[src/rtl/pipe_ctrl_pkg.sv]
// Shared definitions for the pipeline hazard/stall control slice: FSM state,
// register-file constants and the ID/EXE control-field layout.
package pipe_ctrl_pkg;

    typedef enum logic {
        RUN     = 1'b0,
        MD_WAIT = 1'b1
    } state_t;

    localparam logic [4:0] REG_ZERO = 5'd0;

    // Control-field widths carried in ID/EXE; idexe_bubble zeroes all three groups.
    localparam int CTRL_WB_W  = 2;
    localparam int CTRL_M_W   = 3;
    localparam int CTRL_EXE_W = 4;

    localparam int M_MEM_READ_BIT = 1;

endpackage

[src/rtl/load_use_detect.sv]
// Combinational load-use detector: the EXE load writes a register that the ID
// instruction reads, so ID must wait one cycle for the loaded data.
module load_use_detect
    import pipe_ctrl_pkg::*;
(
    input  logic       i_exe_mem_read,
    input  logic [4:0] i_exe_dest,
    input  logic [4:0] i_id_rs,
    input  logic [4:0] i_id_rt,
    input  logic       i_id_uses_rt,
    output logic       o_lu
);

    logic w_rs_hit;
    logic w_rt_hit;

    assign w_rs_hit = (i_exe_dest == i_id_rs);
    assign w_rt_hit = i_id_uses_rt & (i_exe_dest == i_id_rt);
    // $zero is never actually written, so it cannot create a dependency.
    assign o_lu     = i_exe_mem_read & (i_exe_dest != REG_ZERO) & (w_rs_hit | w_rt_hit);

endmodule

[src/rtl/pipe_hazard_ctrl.sv]
// Hazard and stall controller for the 5-stage pipeline: load-use stalls, branch
// flushes, multi-cycle mult/div hold in EXE and a saturating stall counter.
module pipe_hazard_ctrl
    import pipe_ctrl_pkg::*;
#(
    parameter int MD_LAT      = 4,
    parameter int STALL_CNT_W = 16
) (
    input  logic                   clk,
    input  logic                   rst,
    input  logic [4:0]             id_rs,
    input  logic [4:0]             id_rt,
    input  logic                   id_uses_rt,
    input  logic                   id_md_start,
    input  logic                   exe_mem_read,
    input  logic [4:0]             exe_dest,
    input  logic                   branch_taken,
    output logic                   pc_write,
    output logic                   ifid_write,
    output logic                   ifid_flush,
    output logic                   idexe_bubble,
    output logic                   idexe_hold,
    output logic                   md_busy,
    output logic [STALL_CNT_W-1:0] stall_cycles
);

    localparam int CNT_W = $clog2(MD_LAT);

    state_t                 r_state;
    logic [CNT_W-1:0]       r_md_cnt;
    logic [STALL_CNT_W-1:0] r_stall_cycles;
    logic                   w_lu;

    load_use_detect u_lud (
        .i_exe_mem_read (exe_mem_read),
        .i_exe_dest     (exe_dest),
        .i_id_rs        (id_rs),
        .i_id_rt        (id_rt),
        .i_id_uses_rt   (id_uses_rt),
        .o_lu           (w_lu)
    );

    always_comb begin
        pc_write     = 1'b1;
        ifid_write   = 1'b1;
        ifid_flush   = 1'b0;
        idexe_bubble = 1'b0;
        idexe_hold   = 1'b0;
        md_busy      = 1'b0;
        if (!rst) begin
            pc_write     = 1'b0;
            ifid_write   = 1'b0;
            idexe_bubble = 1'b1;
        end else if (r_state == MD_WAIT) begin
            pc_write   = 1'b0;
            ifid_write = 1'b0;
            idexe_hold = 1'b1;
            md_busy    = 1'b1;
        end else if (branch_taken) begin
            ifid_flush   = 1'b1;
            idexe_bubble = 1'b1;
        end else if (w_lu) begin
            pc_write     = 1'b0;
            ifid_write   = 1'b0;
            idexe_bubble = 1'b1;
        end
    end

    always_ff @(posedge clk or negedge rst) begin
        if (!rst) begin
            r_state        <= RUN;
            r_md_cnt       <= '0;
            r_stall_cycles <= '0;
        end else begin
            if (!pc_write && (r_stall_cycles != '1))
                r_stall_cycles <= r_stall_cycles + STALL_CNT_W'(1);
            case (r_state)
                RUN: begin
                    // A mult/div only launches when nothing of higher priority claims the cycle.
                    if (!branch_taken && !w_lu && id_md_start) begin
                        r_state  <= MD_WAIT;
                        r_md_cnt <= CNT_W'(MD_LAT - 1);
                    end
                end
                MD_WAIT: begin
                    r_md_cnt <= r_md_cnt - CNT_W'(1);
                    if (r_md_cnt == CNT_W'(1))
                        r_state <= RUN;
                end
                default: r_state <= RUN;
            endcase
        end
    end

    assign stall_cycles = r_stall_cycles;

endmodule

[config.mk]
export PLATFORM = sky130hd
export DESIGN_NAME = pipe_hazard_ctrl
export DESIGN_NICKNAME = d
export VERILOG_FILES = /design/src/rtl/pipe_ctrl_pkg.sv /design/src/rtl/load_use_detect.sv /design/src/rtl/pipe_hazard_ctrl.sv
export SDC_FILE = /design/constraint.sdc
export NUM_CORES = 1
export LEC_CHECK = 0
export BUFFER_PORTS_ARGS = -buffer_cell sky130_fd_sc_hd__buf_2
export CAP_MARGIN = 40
export CELL_PAD_IN_SITES_DETAIL_PLACEMENT = 1
export CELL_PAD_IN_SITES_GLOBAL_PLACEMENT = 2
export CORE_ASPECT_RATIO = 2
export CORE_MARGIN = 4
export CORE_UTILIZATION = 29
export CTS_CLUSTER_SIZE = 24
export DETAILED_ROUTE_END_ITERATION = 10
export PLACE_DENSITY_LB_ADDON = 0.1
export SLEW_MARGIN = 10
export SYNTH_ARGS = -nofsm -noshare
export SYNTH_HDL_FRONTEND = slang
export SYNTH_SLANG_ARGS = --single-unit
[constraint.sdc]
create_clock -name clk -period 2.2 [get_ports clk]
set_input_delay 0.33 -clock clk [delete_from_list [all_inputs] [get_ports clk]]
set_output_delay 0.33 -clock clk [all_outputs]
set_load 0.02 [all_outputs]
==> impl_metrics.env <==
export IMPL_slew_viol_final=0
export IMPL_path_clk_slew_ns=0.07
export IMPL_clock_power_share_pct=17.0
export IMPL_place_port_buffers=42
export IMPL_grt_util_all_layers_pct=13.4
export IMPL_layout_nets=190
export IMPL_wl_per_cell_um=14.3
export IMPL_p_sw_share_pct=40.7
export IMPL_dpl_hpwl_um=2640
export IMPL_multi_input_area_sq_um=646
export IMPL_clkLatencyLatePin_ns=0.25
export IMPL_antenna_found_initial=0
export IMPL_finalSetupViolCount=0
export IMPL_worstPathArrival_ns=1.82
export IMPL_ys_seq_area_share_pct=40.4
export IMPL_peakVddDrop_uv=413
export IMPL_start_kind="input pin"
export IMPL_areaGrowthSynthToFinish_pct=31.3
export IMPL_dp_cells=211
export IMPL_drive_gt1_share_pct=42.8
export IMPL_die_y_um=98.1
export IMPL_h_tree_depth=1
export IMPL_numCtsBuffers=3
export IMPL_final_cell_count_no_fill=217
export IMPL_clock_skew_ns=0.00501
export IMPL_max_cap_viol_count=0
export IMPL_first_pass_iters=4
export IMPL_crit_type="in2out"
export IMPL_hold_viol_final=0
export IMPL_min_period_ns=2.15
export IMPL_nFillCells=480
export IMPL_clockRootBuffer="clkbuf_8"
export IMPL_wl_um=3110
export IMPL_netlist_area_sq_mm=0.00118
export IMPL_final_setup_tns_ns=0
export IMPL_dr_first_iter_drc_count=9
export IMPL_tightest_slew_ns=0.363
export IMPL_core_area_sq_mm=0.00388
export IMPL_routed_via_density=4.73
export IMPL_io_pins=43
export IMPL_p_comb_share_pct=44.2
export IMPL_grt_overflow=0
export IMPL_drtAntennaViolNets=0
export IMPL_ys_warn_count=0
export IMPL_rsz0062_at_grt="yes"
export IMPL_cp_max_fo=5
export IMPL_synthCells=115
export IMPL_fmax_ghz=0.466
export IMPL_seq_area_sq_um=475
export IMPL_p_int_mw=0.847
export IMPL_num_vias=1027
export IMPL_rows=32
export IMPL_synth_seq_cells=19
export IMPL_leakagePower_nw=0.713
export IMPL_clk_path_buf_depth=2
export IMPL_synthDistinctLibCells=35
export IMPL_crit_path_end_kind="output port"
export IMPL_drc=0
export IMPL_grt_pass1_vias=1178
export IMPL_gp_congestion=0.782
export IMPL_p_seq_share_pct=38.9
export IMPL_die_w_um=53.1
export IMPL_die_area_sq_mm=0.00521
export IMPL_grt_max_degree=22
export IMPL_run_status="completed"
export IMPL_async_flop_share_pct=100
export IMPL_period_share_pct=97.6
export IMPL_cp_required_ns=1.87
export IMPL_synth_nets=138
export IMPL_cts_hold_buf=0
export IMPL_cts_sinks=19
export IMPL_grt_pass1_wl_um=5290
export IMPL_initial_core_util_pct=30.3
export IMPL_power_switching_mw=0.582
export IMPL_n_antenna_cell=0
export IMPL_worst_hold_path_type="in2async"
export IMPL_ys_flop_type="dfrtp_1"
export IMPL_cts_tree="done"
export IMPL_synth_edf_count=0
export IMPL_p_per_area_mw_per_mm2=924
export IMPL_syn_area_per_cell_sq_um=10.2
export IMPL_relSlewSlack_pct=75.6
[cell usage in the layout, fill, tap and decap left out, types with 2 or more instances in the layout]
cell type and instances:
and2_1 3, xnor2_1 23, dfrtp_1 19, nand3_1 5
buf_4 12, clkbuf_8 3, a21oi_1 3, nor2b_1 3
nand4b_1 2, inv_1 2, buf_2 42, nand2_1 4
and3_1 6, nand4_1 7, ha_1 2, nor2_1 6
nand3_2 6
[critical path, stage by stage]
cell        delay, ns
buf_2            0.10
or4_1            0.54
o21ai_2          0.17
nor2_1           0.07
a211o_4          0.37
clkinvlp_4       0.08
buf_2            0.15
[per-stage QoR]
step	setup WS, ns	cell area, sq um	util [%]	hold slack [ns]	power, mW
6_report	0.0527	1550	39.8	0.0519	1.43
5_1_grt	-0.0292	1550	39.8	0.0556	1.55
4_1_cts	0.0354	1520	39.2	0.0554	1.45
3_5_place_dp	-0.0496	1480	38.0	0.331	1.20
3_3_place_gp	-0.0227	1480	38.0	0.342	1.17
2_1_floorplan	0.0124	1180	-	0.0344	0.985
[cells in the mapped netlist (all sizes together), types with 3 or more instances]
library cell / instances / area, sq um
xnor2: 23 / 201
and3: 6 / 37.5
dfrtp: 19 / 475
nand4: 8 / 65.1
buf: 5 / 46.3
nand3: 11 / 85.1
nand2: 5 / 21.3
inv: 3 / 11.3
and2: 3 / 18.8
nor2: 6 / 22.5
nor2b: 3 / 18.8
a21oi: 3 / 15.0
[flip-flops by register name, summed over array words and instances (netlist names)]
signal / flops
stall_cycles: 16
r_state: 1
r_md_cnt: 2
[final cells by class]
type | count | share of cell area, %
clock buffers | 3 | 2.67
clock inverters | 1 | 0.324
inverters | 3 | 0.971
multi-input cells | 86 | 41.7
flip-flops and latches | 19 | 30.7
well taps | 51 | 4.13
repair buffers | 54 | 19.4
[power groups by stage]
stage	sequential, mW	combinational (mW)	clock, mW
floorplan	0.606	0.379	0
global placement	0.559	0.611	0
detailed placement	0.564	0.632	0
CTS	0.559	0.635	0.251
global route	0.576	0.702	0.277
finish	0.555	0.631	0.242
[cell families (layout without fill, tap and decap cells)]
logic type | count (synthesis) | in the layout | share of synthesized area, %
buffers and inverters | 10 | 61 | 5.52
and+or+nand+nor | 50 | 50 | 27.8
adders and majority gates | 2 | 2 | 2.13
DFF | 19 | 19 | 40.4
AOI/OAI and AO/OA | 8 | 8 | 4.25
xor gates and xnor gates | 23 | 23 | 17.1
muxes | 3 | 3 | 2.76
[timing repair]
action                     4_1_cts  5_1_grt
setup endpoints to repair        2        2
pin swaps                        1        2
gates resized for setup          1        1
setup buffers                    0        2
[layer usage]
layer	GRT usage (%)	part of all wire [%]
met1	14.2	37
met2	25.1	58
met3	2.44	4.5
met4	4.13	0.74
met5	0	0
[worst paths after layout]
check | from | endpoint | slack, ns | depth (start not counted)
setup / recovery | exe_dest[1] | pc_write | 0.05 | 7
hold / removal | rst | stall_cycles[11] | 0.05 | 2
setup reg to reg | stall_cycles[4] | stall_cycles[1] | 0.27 | 6
hold reg to reg | stall_cycles[9] | stall_cycles[9] | 0.50 | 1
max in group asynchronous | rst | stall_cycles[14] | 1.93 | 2
min in group clk | branch_taken | r_md_cnt[0] | 0.43 | 3
Power figures use the tool's default switching activity.
